### config.mk
export PLATFORM = sky130hd
export DESIGN_NAME = mem_indirect_ctrl
export DESIGN_NICKNAME = d
export VERILOG_FILES = /design/src/rtl/mem_indirect_ctrl.sv
export SDC_FILE = /design/constraint.sdc
export NUM_CORES = 1
export LEC_CHECK = 0
export ABC_CLOCK_PERIOD_IN_PS = 5200
export CORE_MARGIN = 2
export CORE_UTILIZATION = 50
export DETAILED_ROUTE_END_ITERATION = 12
export HOLD_SLACK_MARGIN = 0.08
export PLACE_DENSITY = 0.86
export SLEW_MARGIN = 20
export SYNTH_ARGS = -nofsm -noshare
export SYNTH_HDL_FRONTEND = slang
export SYNTH_SLANG_ARGS = --single-unit
export TNS_END_PERCENT = 30
### constraint.sdc
create_clock -name clk -period 5.2 [get_ports clk]
set_clock_uncertainty 0.05 [all_clocks]
set_input_delay 1.56 -clock clk [delete_from_list [all_inputs] [get_ports clk]]
set_output_delay 1.56 -clock clk [all_outputs]
set_load 0.03 [all_outputs]
### src/rtl/mem_indirect_ctrl.sv
// MEM-stage data-access sequencer: issues one data-memory access per load/store,
// or two for LDI/STI (pointer fetch, then access), stalling the pipeline until done.
module mem_indirect_ctrl (
    input  logic        clk,
    input  logic        reset_n,
    input  logic        valid_in,
    input  logic [3:0]  opcode,
    input  logic [15:0] addr_in,
    input  logic [15:0] wdata_in,
    input  logic [15:0] dmem_rdata,
    input  logic        dmem_resp,
    output logic        dmem_read,
    output logic        dmem_write,
    output logic [15:0] dmem_address,
    output logic [15:0] dmem_wdata,
    output logic [1:0]  dmem_byte_enable,
    output logic        mem_stall,
    output logic [15:0] load_data,
    output logic        load_valid
);

    localparam logic [3:0] OP_LDB = 4'b0010;
    localparam logic [3:0] OP_STB = 4'b0011;
    localparam logic [3:0] OP_LDR = 4'b0110;
    localparam logic [3:0] OP_STR = 4'b0111;
    localparam logic [3:0] OP_LDI = 4'b1010;
    localparam logic [3:0] OP_STI = 4'b1011;

    typedef enum logic [1:0] {IDLE, PTR, DATA, DONE} state_t;

    state_t      state, state_next;
    logic [3:0]  op_q;
    logic [15:0] addr_q;
    logic [15:0] wdata_q;
    logic [15:0] ptr_reg;
    logic        in_mem_op;
    logic        op_load, op_ind, op_ldb, op_stb;
    logic [15:0] acc_addr;

    assign in_mem_op = valid_in && ((opcode == OP_LDB) || (opcode == OP_STB) ||
                                    (opcode == OP_LDR) || (opcode == OP_STR) ||
                                    (opcode == OP_LDI) || (opcode == OP_STI));

    assign op_ldb   = (op_q == OP_LDB);
    assign op_stb   = (op_q == OP_STB);
    assign op_load  = op_ldb || (op_q == OP_LDR) || (op_q == OP_LDI);
    assign op_ind   = (op_q == OP_LDI) || (op_q == OP_STI);
    assign acc_addr = op_ind ? ptr_reg : addr_q;

    always_ff @(posedge clk or negedge reset_n) begin
        if (!reset_n) begin
            state     <= IDLE;
            op_q      <= 4'h0;
            addr_q    <= 16'h0000;
            wdata_q   <= 16'h0000;
            ptr_reg   <= 16'h0000;
            load_data <= 16'h0000;
        end else begin
            state <= state_next;
            case (state)
                IDLE: if (in_mem_op) begin
                    op_q    <= opcode;
                    addr_q  <= addr_in;
                    wdata_q <= wdata_in;
                end
                PTR: if (dmem_resp) ptr_reg <= dmem_rdata;
                DATA: if (dmem_resp && op_load) begin
                    // LDB takes the byte lane selected by the original (non-pointer) address
                    if (op_ldb)
                        load_data <= {8'h00, addr_q[0] ? dmem_rdata[15:8] : dmem_rdata[7:0]};
                    else
                        load_data <= dmem_rdata;
                end
                default: ;
            endcase
        end
    end

    always_comb begin
        state_next       = state;
        dmem_read        = 1'b0;
        dmem_write       = 1'b0;
        dmem_address     = 16'h0000;
        dmem_wdata       = 16'h0000;
        dmem_byte_enable = 2'b00;
        mem_stall        = 1'b0;
        load_valid       = 1'b0;
        case (state)
            IDLE: begin
                // Gated by reset_n so the stall drops the instant reset is asserted
                if (in_mem_op && reset_n) begin
                    mem_stall  = 1'b1;
                    state_next = ((opcode == OP_LDI) || (opcode == OP_STI)) ? PTR : DATA;
                end
            end
            PTR: begin
                mem_stall        = 1'b1;
                dmem_read        = 1'b1;
                dmem_address     = {addr_q[15:1], 1'b0};
                dmem_byte_enable = 2'b11;
                if (dmem_resp) state_next = DATA;
            end
            DATA: begin
                mem_stall    = 1'b1;
                dmem_address = {acc_addr[15:1], 1'b0};
                if (op_load) begin
                    dmem_read        = 1'b1;
                    dmem_byte_enable = 2'b11;
                end else if (op_stb) begin
                    dmem_write       = 1'b1;
                    dmem_wdata       = {wdata_q[7:0], wdata_q[7:0]};
                    dmem_byte_enable = addr_q[0] ? 2'b10 : 2'b01;
                end else begin
                    dmem_write       = 1'b1;
                    dmem_wdata       = wdata_q;
                    dmem_byte_enable = 2'b11;
                end
                if (dmem_resp) state_next = DONE;
            end
            DONE: begin
                load_valid = op_load;
                state_next = IDLE;
            end
            default: state_next = IDLE;
        endcase
    end

endmodule

## After elaboration in Yosys (flattened, before gate mapping)

Index checks and enable logic that the tools add are counted.
W data, S select, Z words.

- ROM bits: 0
- Output and inout port bits: 54
- Bits in registers: 70
- Memories: 0
- RAM bits: 0
- Bits in latches: 0
- Word-level logic and storage cells: 64
- Input bits: 56

- Add/sub/neg operators: 0
- Order comparisons: 0
- $mul: 0
- Equality and inequality tests: 17
- Shifts and indexed selects: 0
- Muxes and demuxes: 23
- Reduce and logical (&&, ||, !) cells: 18
- Bitwise gates (word level): 0
- Div/mod/pow operators: 0

Operators by type and width:

| operator | count |
|---|---|
| $mux W16 | 5 |
| $pmux W16 S2 | 1 |
| $eq A4 B2 Y1 const B | 4 |
| $eq A4 B4 Y1 const B | 4 |
| $mux W2 | 7 |
| $eq A4 B3 Y1 const B | 3 |
| $logic_or A1 B1 Y1 | 9 |
| $mux W8 | 1 |
| $pmux W2 S4 | 1 |
| $ne A2 B2 Y1 const B | 3 |
| $reduce_and A2 Y1 | 3 |
| $mux W1 | 5 |
| $eq A2 B2 Y1 const B | 2 |
| $pmux W1 S2 | 2 |
| $pmux W2 S2 | 1 |
| $logic_and A1 B1 Y1 | 3 |
| $reduce_and A3 Y1 | 1 |
| $eq A2 B1 Y1 const B | 1 |
| $logic_not A2 Y1 | 1 |
| $reduce_or A2 Y1 | 1 |

## Depth between registers and ports, before layout

- Depth in word-level cells: 10
- Gate-level depth with buffers: 8
- Gate-level depth less buffers: 5

## Worst setup path after synthesis

No wires, ideal clock.

- Path type: input -> output
- From: in valid_in
- To: out mem_stall
- Slack: 1.278 ns
- Arrival: 2.312 ns
- Path buffers: 0
- Stages: 3
- Cell sequence: a21boi_2 -> a41oi_1 -> nor2_1

- Cells in the longest elaborated chain, start to end: 4

Ends and longest elaborated chain:

| what | line | source |
|---|---|---|
| from (decl) | 6 | `input logic valid_in,` |
| $logic_and A1 B1 Y1 | 40 | `assign in_mem_op = valid_in && ((opcode == OP_LDB) \|\| (opcode == OP_STB) \|\|` |
| $logic_and A1 B1 Y1 | 91 | `if (in_mem_op && reset_n) begin` |
| $mux W1 | 91 |  |
| $pmux W1 S2 | 88 | `case (state)` |
| to (decl) | 17 | `output logic mem_stall,` |

No other way between the ends.

## Worst setup path in the final report

Same ends and word-level chain as after synthesis.

==> results.sh <==
export IMPL_wl_um=8340
export IMPL_clk_latency_ns=0.33
export IMPL_pwr_share_comb=0.544
export IMPL_grt_util_met1=0.304
export IMPL_ys_seq_area_frac=0.510
export IMPL_dr_pass1_iters=4
export IMPL_cp_common_cell="clkdlybuf4s50_1"
export IMPL_timing_hold_ws_ns=0.461
export IMPL_clkTransAtPathRegs_ns=0.07
export IMPL_period_share=0.923
export IMPL_end_kind="output pin"
export IMPL_drt_vias_per_instance=5.64
export IMPL_hold_violations=0
export IMPL_final_core_util=0.724
export IMPL_max_cap_violations=0
export IMPL_grt_use_met3=0.0733
export IMPL_grt_max_degree=71
export IMPL_p_int_uw=1810
export IMPL_worst_slew_pin_slew_ns=0.940
export IMPL_cts_root_buf="clkbuf_8"
export IMPL_ir_drop_uv=417
export IMPL_clockPowerShare=0.139
export IMPL_post_cts_setup_buffers=0
export IMPL_cts_num_sinks=69
export IMPL_place_area_sq_um=4480
export IMPL_crit_type="input pin to output pin"
export IMPL_synth_edf_count=0
export IMPL_antenna_left=0
export IMPL_cp_arrival_ns=3.19
export IMPL_timing_rr_start="state[1]"
export IMPL_min_delay_start="ptr_reg[1]"
export IMPL_ctsHoldBuffers=0
export IMPL_syn_avg_cell_area_sq_um=11.6
export IMPL_syn_nets=354
export IMPL_wl_per_cell_um=17.4
export IMPL_floorplan_io_pins=110
export IMPL_ys_ff_latch=69
export IMPL_dieHeight_um=86.3
export IMPL_groute_usage_overall=0.231
export IMPL_crit_start="valid_in"
export IMPL_ff2ff_path_depth=4
export IMPL_rsz0062_at_grt="no"
export IMPL_crit_required_ns=3.59
export IMPL_synth_top_cell_area_share=0.510
export IMPL_die_area_sq_um=7450
export IMPL_die_x_um=86.3
export IMPL_slowest_delay_ns=0.67
export IMPL_cts_buffer_depth=2
export IMPL_antenna_found_initial=0
export IMPL_period_minus_slack_ns=4.80
export IMPL_cp_slowest_cell="clkdlybuf4s50_1"
export IMPL_synth_top_area_cell="dfrtp_1"
export IMPL_htreeDepth=3
export IMPL_relSlewSlack=0.373
export IMPL_synthFlopType="dfrtp_1"
export IMPL_first_iter_violations=167
export IMPL_synthTopCellsByArea="dfrtp_1 (51%), mux2_2 (17%), a22o_1 (3.9%)"
export IMPL_p_leak_uw=0.00198
export IMPL_drc_errors=0
export IMPL_cts_buffers_inserted=9
export IMPL_worst_path_max_fanout=4
export IMPL_post_cts_resized=0
export IMPL_synthArstFlopShare=1.00
export IMPL_hpwl_um=5840
export IMPL_hold_class="flip-flop to flip-flop"
export IMPL_synth_commonest_cells="dfrtp_1 (69), mux2_2 (50), nand2_1 (28)"
export IMPL_drive_above_1_share=0.190
export IMPL_start_util=0.524
export IMPL_p_seq_frac=0.317
export IMPL_core_area_sq_um=6460
export IMPL_grt_pass1_vias=2672
export IMPL_grt_pass1_wl_um=13200
export IMPL_syn_area_sq_um=3390
export IMPL_holdPathStages=1
export IMPL_crit_chain="clkdlybuf4s50_1 > a21boi_2 > a41oi_1 > nor2_1 > clkdlybuf4s50_1"
export IMPL_design_area_sq_um=4680
export IMPL_max_freq_mhz=208
export IMPL_drv_slew=0
export IMPL_outcome="finished, final reports clean"
export IMPL_ys_types=41
export IMPL_use_met2=0.377
export IMPL_cts_tree="built"
export IMPL_place_congestion=0.804
export IMPL_vias=2696
export IMPL_fin_tns_setup_ns=0
export IMPL_syn2layout_area_growth_pct=38.1
export IMPL_nNetsFinal=457
export IMPL_num_antenna_cells=0
export IMPL_startpoint_type="input pin"
export IMPL_yosysWarnings=0
export IMPL_portBuffers=108
export IMPL_netSwitchingPower_uw=1310
export IMPL_busiest_layer="met2"
export IMPL_rows=29
export IMPL_yosysMostFrequentCell="dfrtp_1"
export IMPL_grt_overflow=0
export IMPL_p_per_area_nw_per_um2=669
export IMPL_reg_top3="addr_q x16, load_data x16, wdata_q x16"
export IMPL_syn_inst=293
export IMPL_finalSetupViolations=0
export IMPL_swShare=0.420
==> power by group through the flow <==
stage	Combinational (uW)	Clock [uW]	Sequential [uW]
2_1_floorplan	1010	0	1070
3_3_place_gp	1660	0	982
3_5_place_dp	1700	0	998
4_1_cts	1700	441	990
5_1_grt	1820	468	1030
6_report	1700	434	991
==> critical path, delay by kind of cell <==
kind                   cells  cell delay [ns]
AOI/OAI and AO/OA          2             0.38
and+or+nand+nor            1             0.10
buffers and inverters      2             1.14
==> placed cells by master, fill, tap and decap left out, types with 3 or more instances in the layout <==
cell,netlist,routed
a22o_1,15,15
a31oi_1,17,17
inv_1,14,14
nor2_1,4,3
ha_1,5,5
o21ai_0,8,8
and3_1,3,3
mux2i_1,8,8
clkbuf_8,0,10
a21oi_1,8,8
clkdlybuf4s50_1,0,107
nand3_1,8,8
buf_4,2,4
dfrtp_1,69,69
nand2_1,28,28
and2_1,9,9
mux2_2,50,50
==> worst paths after layout <==
kind | slack [ns] | endpoint
max | 0.40 | mem_stall
min | 0.46 | ptr_reg[1]
max reg2reg | 2.83 | wdata_q[12]
min reg2reg | 0.46 | ptr_reg[1]
max in group asynchronous | 3.11 | op_q[3]
min in group asynchronous | 1.43 | ptr_reg[11]
==> through the flow <==
stage | instances | power, uW | setup slack (ns)
global placement | 462 | 2640 | 0.425
detailed placement | 462 | 2690 | 0.401
finish | 478 | 3130 | 0.403
global route | 478 | 3310 | 0.300
CTS | 478 | 3130 | 0.386
floorplan | 293 | 2080 | 1.28
==> cells by family after synthesis <==
group | count (synthesis) | share of synthesized area
multiplexers | 58 | 0.190
adder cells (fa/ha/maj) | 5 | 0.0185
AO/OA/AOI/OAI | 63 | 0.131
other | 1 | 0.00111
buffers and inverters | 33 | 0.0473
flip-flops | 69 | 0.510
AND/OR/NAND/NOR | 64 | 0.102
==> layer usage <==
| layer | vias to the layer above | wire (um) |
|---|---|---|
| met4 | 0 | 51 |
| met5 | - | 0 |
| met3 | 6 | 625 |
| met1 | 1316 | 3670 |
| li1 | 1254 | - |
| met2 | 120 | 3990 |
==> cell type report <==
| cell class | count | area (sq um) |
|---|---|---|
| clock buffer | 12 | 145 |
| clock inverter | 4 | 47.5 |
| fill | 470 | 1780 |
| inverter | 14 | 52.6 |
| multi-input combinational | 191 | 1510 |
| sequential | 69 | 1730 |
| tap | 77 | 96.3 |
| timing repair buffer | 111 | 1100 |
Power figures use the tool's default switching activity.
